`config.mk`:
```
export PLATFORM = sky130hd
export DESIGN_NAME = spram_arbiter
export DESIGN_NICKNAME = d
export VERILOG_FILES = /design/src/rtl/spram_arbiter.sv
export SDC_FILE = /design/constraint.sdc
export NUM_CORES = 1
export LEC_CHECK = 0
export BUFFER_PORTS_ARGS = -buffer_cell sky130_fd_sc_hd__buf_2
export CAP_MARGIN = 0
export CORE_AREA = 2 2 65 67
export CTS_CLUSTER_DIAMETER = 100
export DETAILED_ROUTE_END_ITERATION = 6
export DIE_AREA = 0 0 67 69
export GPL_TIMING_DRIVEN = 0
export PLACE_DENSITY = 0.83
export SYNTH_ARGS = -nofsm -noshare
export SYNTH_HDL_FRONTEND = slang
export SYNTH_SLANG_ARGS = --single-unit
```
`constraint.sdc`:
```
create_clock -name clk -period 4.04 [get_ports clk]
set_input_delay 0.202 -clock clk [delete_from_list [all_inputs] [get_ports clk]]
set_output_delay 0.202 -clock clk [all_outputs]
set_load 0.05 [all_outputs]
```
`src/rtl/spram_arbiter.sv`:
```
// Two-port round-robin arbiter and power sequencer for one iCE40UP SPRAM256KA.
// Optional deep-sleep stage is compiled in with `define SPRAM_SLEEP_EN.
module spram_arbiter #(
  parameter int unsigned IDLE_CYCLES  = 64,
  parameter int unsigned WAKE_CYCLES  = 2,
  parameter int unsigned SLEEP_CYCLES = 1024
) (
  input  logic        clk,
  input  logic        rst,

  input  logic        m0_valid,
  input  logic        m0_we,
  input  logic [13:0] m0_addr,
  input  logic [15:0] m0_wdata,
  input  logic [3:0]  m0_wmask,
  output logic        m0_ready,
  output logic        m0_rvalid,
  output logic [15:0] m0_rdata,

  input  logic        m1_valid,
  input  logic        m1_we,
  input  logic [13:0] m1_addr,
  input  logic [15:0] m1_wdata,
  input  logic [3:0]  m1_wmask,
  output logic        m1_ready,
  output logic        m1_rvalid,
  output logic [15:0] m1_rdata,

  output logic [13:0] ram_addr,
  output logic [15:0] ram_din,
  output logic [3:0]  ram_maskwren,
  output logic        ram_wren,
  output logic        ram_cs,
  output logic        ram_standby,
  output logic        ram_sleep,
  output logic        ram_poweroff,
  input  logic [15:0] ram_dout,

  output logic        busy
);

`ifdef SPRAM_SLEEP_EN
  typedef enum logic [1:0] {
    ST_ACTIVE  = 2'd0,
    ST_STANDBY = 2'd1,
    ST_WAKE    = 2'd2,
    ST_SLEEP   = 2'd3
  } state_e;
  localparam int unsigned WAKE_MAX = WAKE_CYCLES + 4;
  localparam int unsigned SLEEP_W  = (SLEEP_CYCLES > 2) ? $clog2(SLEEP_CYCLES) : 1;
  localparam logic [SLEEP_W-1:0] SLEEP_LAST = SLEEP_W'(SLEEP_CYCLES - 1);
`else
  typedef enum logic [1:0] {
    ST_ACTIVE  = 2'd0,
    ST_STANDBY = 2'd1,
    ST_WAKE    = 2'd2
  } state_e;
  localparam int unsigned WAKE_MAX = WAKE_CYCLES;
`endif

  localparam int unsigned IDLE_W = (IDLE_CYCLES > 2) ? $clog2(IDLE_CYCLES) : 1;
  localparam int unsigned WAKE_W = (WAKE_MAX > 2) ? $clog2(WAKE_MAX) : 1;
  localparam logic [IDLE_W-1:0] IDLE_LAST = IDLE_W'(IDLE_CYCLES - 1);
  localparam logic [WAKE_W-1:0] WAKE_LOAD = WAKE_W'(WAKE_CYCLES - 1);

  state_e              state_q, state_d;
  logic                rr_last_q, rr_last_d;
  logic [IDLE_W-1:0]   idle_cnt_q, idle_cnt_d;
  logic [WAKE_W-1:0]   wake_cnt_q, wake_cnt_d;
  logic                rvalid0_q, rvalid0_d;
  logic                rvalid1_q, rvalid1_d;
`ifdef SPRAM_SLEEP_EN
  logic [SLEEP_W-1:0]  sleep_cnt_q, sleep_cnt_d;
`endif

  logic grant0, grant1, sel, any_valid;

  assign any_valid = m0_valid | m1_valid;

  // Round-robin: on a tie the port that did not win last time is granted.
  // NOTE: every combinational output gets a default first so no latch is inferred.
  always_comb begin
    grant0 = 1'b0;
    grant1 = 1'b0;
    if (state_q == ST_ACTIVE) begin
      if (m0_valid && (!m1_valid || rr_last_q)) begin
        grant0 = 1'b1;
      end else if (m1_valid) begin
        grant1 = 1'b1;
      end
    end
  end

  // The mux select doubles as rr_last: it holds the last granted port when idle,
  // which keeps ADDRESS/DATAIN from toggling between accesses.
  assign sel       = grant1 | (~grant0 & rr_last_q);
  assign rr_last_d = sel;

  assign m0_ready     = grant0;
  assign m1_ready     = grant1;
  assign ram_cs       = grant0 | grant1;
  assign ram_wren     = (grant0 & m0_we) | (grant1 & m1_we);
  assign ram_addr     = sel ? m1_addr  : m0_addr;
  assign ram_din      = sel ? m1_wdata : m0_wdata;
  assign ram_maskwren = (grant0 && m0_we) ? m0_wmask :
                        (grant1 && m1_we) ? m1_wmask : 4'h0;

  assign rvalid0_d = grant0 & ~m0_we;
  assign rvalid1_d = grant1 & ~m1_we;

  assign m0_rvalid = rvalid0_q;
  assign m1_rvalid = rvalid1_q;
  assign m0_rdata  = ram_dout;
  assign m1_rdata  = ram_dout;

  assign ram_poweroff = 1'b1;
  assign ram_standby  = (state_q == ST_STANDBY);
  assign busy         = (state_q != ST_ACTIVE);
`ifdef SPRAM_SLEEP_EN
  assign ram_sleep    = (state_q == ST_SLEEP);
`else
  assign ram_sleep    = 1'b0;
`endif

  always_comb begin
    state_d    = state_q;
    idle_cnt_d = idle_cnt_q;
    wake_cnt_d = wake_cnt_q;
`ifdef SPRAM_SLEEP_EN
    sleep_cnt_d = sleep_cnt_q;
`endif
    case (state_q)
      ST_ACTIVE: begin
        if (any_valid) begin
          idle_cnt_d = '0;
        end else if ((IDLE_CYCLES != 0) && (idle_cnt_q == IDLE_LAST)) begin
          state_d    = ST_STANDBY;
          idle_cnt_d = '0;
        end else begin
          idle_cnt_d = idle_cnt_q + IDLE_W'(1);
        end
      end
      ST_STANDBY: begin
        if (any_valid) begin
          state_d    = ST_WAKE;
          wake_cnt_d = WAKE_LOAD;
`ifdef SPRAM_SLEEP_EN
          sleep_cnt_d = '0;
        end else if (sleep_cnt_q == SLEEP_LAST) begin
          state_d     = ST_SLEEP;
          sleep_cnt_d = '0;
        end else begin
          sleep_cnt_d = sleep_cnt_q + SLEEP_W'(1);
`endif
        end
      end
      ST_WAKE: begin
        // Recovery runs to completion even if the requester drops valid.
        if (wake_cnt_q == '0) begin
          state_d = ST_ACTIVE;
        end else begin
          wake_cnt_d = wake_cnt_q - WAKE_W'(1);
        end
      end
`ifdef SPRAM_SLEEP_EN
      ST_SLEEP: begin
        if (any_valid) begin
          state_d    = ST_WAKE;
          wake_cnt_d = WAKE_W'(WAKE_CYCLES + 3);
        end
      end
`endif
      default: state_d = ST_ACTIVE;
    endcase
  end

  // NOTE: sequential state uses non-blocking assignments only.
  always_ff @(posedge clk or posedge rst) begin
    if (rst) begin
      state_q    <= ST_ACTIVE;
      rr_last_q  <= 1'b1;
      idle_cnt_q <= '0;
      wake_cnt_q <= '0;
      rvalid0_q  <= 1'b0;
      rvalid1_q  <= 1'b0;
    end else begin
      state_q    <= state_d;
      rr_last_q  <= rr_last_d;
      idle_cnt_q <= idle_cnt_d;
      wake_cnt_q <= wake_cnt_d;
      rvalid0_q  <= rvalid0_d;
      rvalid1_q  <= rvalid1_d;
    end
  end

`ifdef SPRAM_SLEEP_EN
  always_ff @(posedge clk or posedge rst) begin
    if (rst) begin
      sleep_cnt_q <= '0;
    end else begin
      sleep_cnt_q <= sleep_cnt_d;
    end
  end
`endif

endmodule

```
==> out/qor.yml, run 1 <==
grt_antenna_before_repair: 0
area_growth_pct: 67.5
path_clk_slew_ns: 0.05
rows: 23
slew_viol_final: 0
core_mm2: 0.00391
crit_arrival_ns: 2.03
cts_buffers: 3
layout.nets: 384
place.gp.congestion: 0.798
synth_seq_area_share: 0.236
maxCapViolations: 0
finalNonFillerCells: 342
clock_latency_ns: 0.23
antenna_left: 0
crit_chain: "nor2_4 > inv_2 > o21ai_4 > buf_6 > mux2_2 > buf_2"
power_frac_seq: 0.182
initial_core_util: 0.327
netlist_area_mm2: 0.00128
grt_pass1_wl_mm: 6.40
ys_top_cells_by_area: "mux2_2, dfrtp_1, buf_4"
yosysWarnings: 0
netlist_top_cells_count: "buf_4, mux2_2, nand2_1"
grt_max_degree: 13
slowest_delay_ns: 0.45
drt_iter0_drc: 51
portBuffers: 147
total_power_mw: 0.700
max_freq_ghz: 0.448
synth_most_common_cell: "buf_4"
yosys.area.top_type: "mux2_2"
first_global_vias: 1552
hold_viol: 0
fillers: 368
crit_slowest_cell: "dfrtp_1"
dpl_cell_area_mm2: 0.00208
rsz0062_at_grt: "false"
fin_setup_tns_ns: 0
die_area_mm2: 0.00462
worstPathMaxFanout: 10
setup_viol: 0
synth_nets: 231
final_cell_area_mm2: 0.00214
hp-class: "input pin to flop"
final_layout_size_suffix_gt1_frac: 0.764
synth_top_area_share: 0.255
critical_path_class: "flop to primary output"
ys_types: 31
switching_power_mw: 0.343
ios: 166
powerDensity_mw_per_mm2: 327
grt_overflow: 0
die_h_um: 69
syn-mean-instance-area_um2: 9.13
p_clk_frac: 0.179
viasPerCell: 4.37
crit_path_end_kind: "primary output"
period_needed_ns: 2.23
post-route-period-util: 0.552
synth_ff_type: "dfrtp_1"
vdd_ir_drop_max_v: 0.000134
insertedDiodeCount: 0
vias: 1493
finalWirelength_mm: 4.07
hpwl_mm: 3.55
synthCells: 140
p_int_mw: 0.357
synth_edf_count: 0
critPathLaunchType: "flop"
worstPathRequired_ns: 3.84
seq_area_um2: 302
multi_input_area_um2: 669
wl_per_cell_um: 11.9
status: "completed"
holdWs_ns: 0.127
cts_tree: "done"
min_path_cells: 2
place_inst: 337
fin_skew_ns: 0.00155
cts_root_buffer: "clkbuf_8"
p_leak_nw: 1.22
grt_usage: 0.172
ys_seq_elements: 12
swShare: 0.490
drc_errors: 0
first_pass_iters: 4
combPwrFrac: 0.639
r2r_cells: 5
clock-sinks: 12
htreeDepth: 1
fp.dieW_um: 67
clock_path_buffers: 2
async_reset_ff_frac: 1.00
logic make-up (layout without fill, tap and decap cells):
logic type               Yosys count  count (layout)  share of synthesized area
adder cells (fa/ha/maj)            1               1                    0.00978
buffers and inverters             42             194                      0.241
AND/OR/NAND/NOR                   33              33                      0.134
AO/OA/AOI/OAI                     20              20                      0.110
flip-flops                        12              12                      0.236
multiplexers                      30              30                      0.264
other                              2               2                    0.00587
critical path: cells and delay by family, from the launching register on:
kind | cells | cell delay, ns
buffers and inverters | 3 | 0.51
flip-flops | 1 | 0.45
multiplexers | 1 | 0.35
AO/OA/AOI/OAI | 1 | 0.24
AND/OR/NAND/NOR | 1 | 0.22
power by group through the flow:
| stage | Clock, mW | Sequential [mW] | Combinational [mW] |
|---|---|---|---|
| after floorplan | 0 | 0.134 | 0.348 |
| after detailed placement | 0 | 0.130 | 0.448 |
| final | 0.125 | 0.128 | 0.448 |
| after global routing | 0.138 | 0.128 | 0.469 |
| after global placement | 0 | 0.129 | 0.445 |
| after CTS | 0.130 | 0.128 | 0.450 |
layout make-up:
cell class / count / share of cell area
plain buffers: 38 / 0.137
clock buffers: 4 / 0.0257
inverters: 4 / 0.00701
multi-input cells: 86 / 0.313
flip-flops and latches: 12 / 0.141
well taps: 50 / 0.0292
repair buffers: 148 / 0.348
path summary, 6_finish.rpt:
| check | startpoint | end | slack (ns) |
|---|---|---|---|
| setup / recovery | state_q[1]$_DFFE_PP0P_ | ram_din[0] | 1.81 |
| hold / removal | m1_we | m1_rvalid$_DFF_PP0_ | 0.13 |
| hold reg to reg | idle_cnt_q[2]$_DFFE_PP0N_ | idle_cnt_q[2]$_DFFE_PP0N_ | 0.51 |
| min in group asynchronous | rst | m1_rvalid$_DFF_PP0_ | 0.52 |
| max in group asynchronous | rst | rr_last_q$_DFF_PP1_ | 3.19 |
| setup reg to reg | idle_cnt_q[0]$_DFFE_PP0N_ | idle_cnt_q[3]$_DFFE_PP0N_ | 2.54 |
stage by stage:
step | utilization | setup WS, ns
5_1_grt | 0.547 | 1.71
6_report | 0.547 | 1.81
3_3_place_gp | 0.531 | 2.07
2_1_floorplan | - | 2.02
4_1_cts | 0.547 | 1.79
3_5_place_dp | 0.531 | 2.06
placed cells by master, fill, tap and decap left out, types with 2 or more instances in the layout:
cell type  netlist  final
a21oi_1          2      2
a22o_1           5      5
a31oi_1          2      2
and2_1           2      2
and3_1           3      3
buf_2            0    147
buf_4           34     34
buf_6            3      3
clkbuf_8         0      4
conb_1           2      2
dfrtp_1         11     11
inv_1            3      3
mux2_2          29     29
nand2_1         12     12
nand3_1          2      2
nor2_1           3      3
nor2b_1          3      3
o21ai_0          8      8
or2_1            2      2
flip-flops by register name, indices dropped and copies added, names as in the netlist:
name        cells
m0_rvalid       1
m1_rvalid       1
state_q         2
idle_cnt_q      6
wake_cnt_q      1
rr_last_q       1
what timing repair did:
action                    4_1_cts  5_1_grt
resized for setup               0        0
buffers inserted                0        0
hold endpoints to repair       11        0
hold buffers                    1        0
per-layer routing:
layer | global-route usage | wire, um | vias to the layer above
met5 | 0 | 0 | -
met4 | 0.0499 | 80 | 0
met3 | 0.0653 | 546 | 8
met2 | 0.319 | 2050 | 98
met1 | 0.173 | 1390 | 639
li1 | - | - | 748
No activity file was read; power rests on OpenSTA's default activity.
==> run 2: changes to the inputs <==
- CORE_AREA: 2 2 65 67 -> 2 2 70 72
- DIE_AREA: 0 0 67 69 -> 0 0 72 74
- PLACE_DENSITY: 0.83 -> 0.76
- clock period: 4.04 -> 1.8 ns (I/O delays scaled with it)
==> run 2 against run 1 <==
Against the previous run:
- the flow now finishes with violations (negative setup slack)
- design area increased by 18%
- sequential power is 130% higher
- combinational power increased to 2.7 times the previous value
- critical endpoint is now ram_addr[4]
- wire length increased by 13%
- clock skew about the same
- hold slack lost 0.12 ns
==> out/qor.yml, run 2 (synthesis gave the netlist of run 1 again) <==
status: "finished, violations left"
violations: "negative setup slack"
setup_viol: 32
insertedDiodeCount: 0
grt_max_degree: 13
switching_power_mw: 0.833
worstPathRequired_ns: 1.71
fin_util: 0.548
grt_overflow: 0
reg_top3: "idle_cnt_q: 6 flops, state_q: 2 flops"
dpl_cell_area_mm2: 0.00208
fin_skew_ns: 0.00123
rsz0062_at_grt: "true"
drc_errors: 0
critPathLaunch: "state_q[1]$_DFFE_PP0P_"
place.gp.congestion: 0.796
path_clk_slew_ns: 0.05
clock-sinks: 12
cts_tree: "done"
drt_iter0_drc: 38
p_clk_frac: 0.165
cp_common_cell: "buf_12"
viasPerCell: 4.43
total_power_mw: 1.80
initial_core_util: 0.278
ios: 166
combPwrFrac: 0.675
cp_num_buf_inv: 4
cts_buffers: 3
vdd_ir_drop_max_v: 0.000346
slowest_delay_ns: 0.42
fin_setup_tns_ns: -4.55
antenna_left: 0
hp-class: "input pin to flop"
swShare: 0.463
crit_chain: "nor2_4 > buf_6 > a21o_4 > o21ai_4 > buf_12 > buf_12 > mux2_4 > buf_8"
vias: 1591
worstPathMaxFanout: 10
portBuffers: 147
hpwl_mm: 3.39
p_int_mw: 0.968
clock_latency_ns: 0.24
hold_viol: 0
r2r_start: "idle_cnt_q[0]$_DFFE_PP0N_"
holdWs_ns: 0.00608
hp-start: "m1_we"
first_pass_iters: 4
fillers: 409
final_cell_area_mm2: 0.00252
wl_per_cell_um: 12.9
fin_ws_ns: -0.176
crit_path_end_kind: "primary output"
period_needed_ns: 1.98
fp.dieW_um: 72
critical_path_class: "flop to primary output"
p_leak_nw: 1.37
critPathTopFamily: "buffers and inverters"
maxCapViolations: 0
die_area_mm2: 0.00533
grt_pass1_wl_mm: 5.99
die_h_um: 74
first_global_vias: 1394
powerDensity_mw_per_mm2: 714
largest_register: "idle_cnt_q"
finalWirelength_mm: 4.62
rows: 25
area_growth_pct: 97.2
final_layout_size_suffix_gt1_frac: 0.800
htreeDepth: 1
cts_root_buffer: "clkbuf_8"
post-route-period-util: 1.10
grt_usage: 0.139
critPathLaunchType: "flop"
power_frac_seq: 0.160
grt_antenna_before_repair: 0
slew_viol_final: 0
final_cell_mix: "buf_2, buf_4, buf_6, mux2_2, nand2_1"
mostFrequentLayoutCell: "buf_2"
clock_path_buffers: 2
core_mm2: 0.00460
crit_arrival_ns: 1.89
largest_reg_flops: 6
crit_slowest_cell: "dfrtp_2"
max_freq_ghz: 0.506
layout.nets: 397
run 2: cell types whose count changed in the layout (fill, tap and decap cells not counted), moves of 3 or more:
cell / delta
buf_8: +3
buf_2: -34
buf_4: +13
buf_6: +29
run 2: repair_timing:
item	in CTS	in global routing
gates cloned	0	2
setup endpoints to repair	35	35
gates resized for setup	40	45
hold buffers	1	0
buffers inserted	4	7
pin swaps	2	7
endpoints found under the hold margin	11	0
run 2: final cells by class:
cell class	instances	area [um2]	share of cell area
repair buffers	161	1080	0.427
well taps	54	67.6	0.0268
clock buffers	4	55.1	0.0218
plain buffers	38	302	0.120
flip-flops and latches	12	304	0.121
inverters	4	17.5	0.00695
multi-input cells	86	699	0.277
run 2: final timing paths:
path / cells past startpoint / slack (ns) / endpoint
max: 8 / -0.18 / ram_addr[4]
min: 2 / 0.006 / m1_rvalid$_DFF_PP0_
max reg2reg: 5 / 0.31 / idle_cnt_q[5]$_DFFE_PP0N_
min reg2reg: 2 / 0.51 / wake_cnt_q$_DFFE_PP0P_
max in group asynchronous: 3 / 1.06 / rr_last_q$_DFF_PP1_
min in group asynchronous: 3 / 0.39 / m1_rvalid$_DFF_PP0_
run 2: layer usage:
layer  global-route usage  vias up  share of wire
met5                    0        -              0
met4               0.0377        0          0.010
met3               0.0393        5          0.098
met2                0.256       93           0.55
met1                0.159      716           0.35
li1                     -      777              -
run 2: metrics by stage:
stage,instances,worst slack (ns)
after floorplan,140,0.0130
after global placement,341,-0.0801
after detailed placement,341,-0.0819
after CTS,350,-0.169
after global routing,359,-0.236
final,359,-0.176
run 2: power groups by stage:
stage          clock (mW)  sequential [mW]  combinational, mW
3_5_place_dp            0            0.292               1.01
2_1_floorplan           0            0.300              0.783
3_3_place_gp            0            0.290               1.00
6_report            0.296            0.288               1.22
4_1_cts             0.303            0.287               1.08
5_1_grt             0.323            0.289               1.27
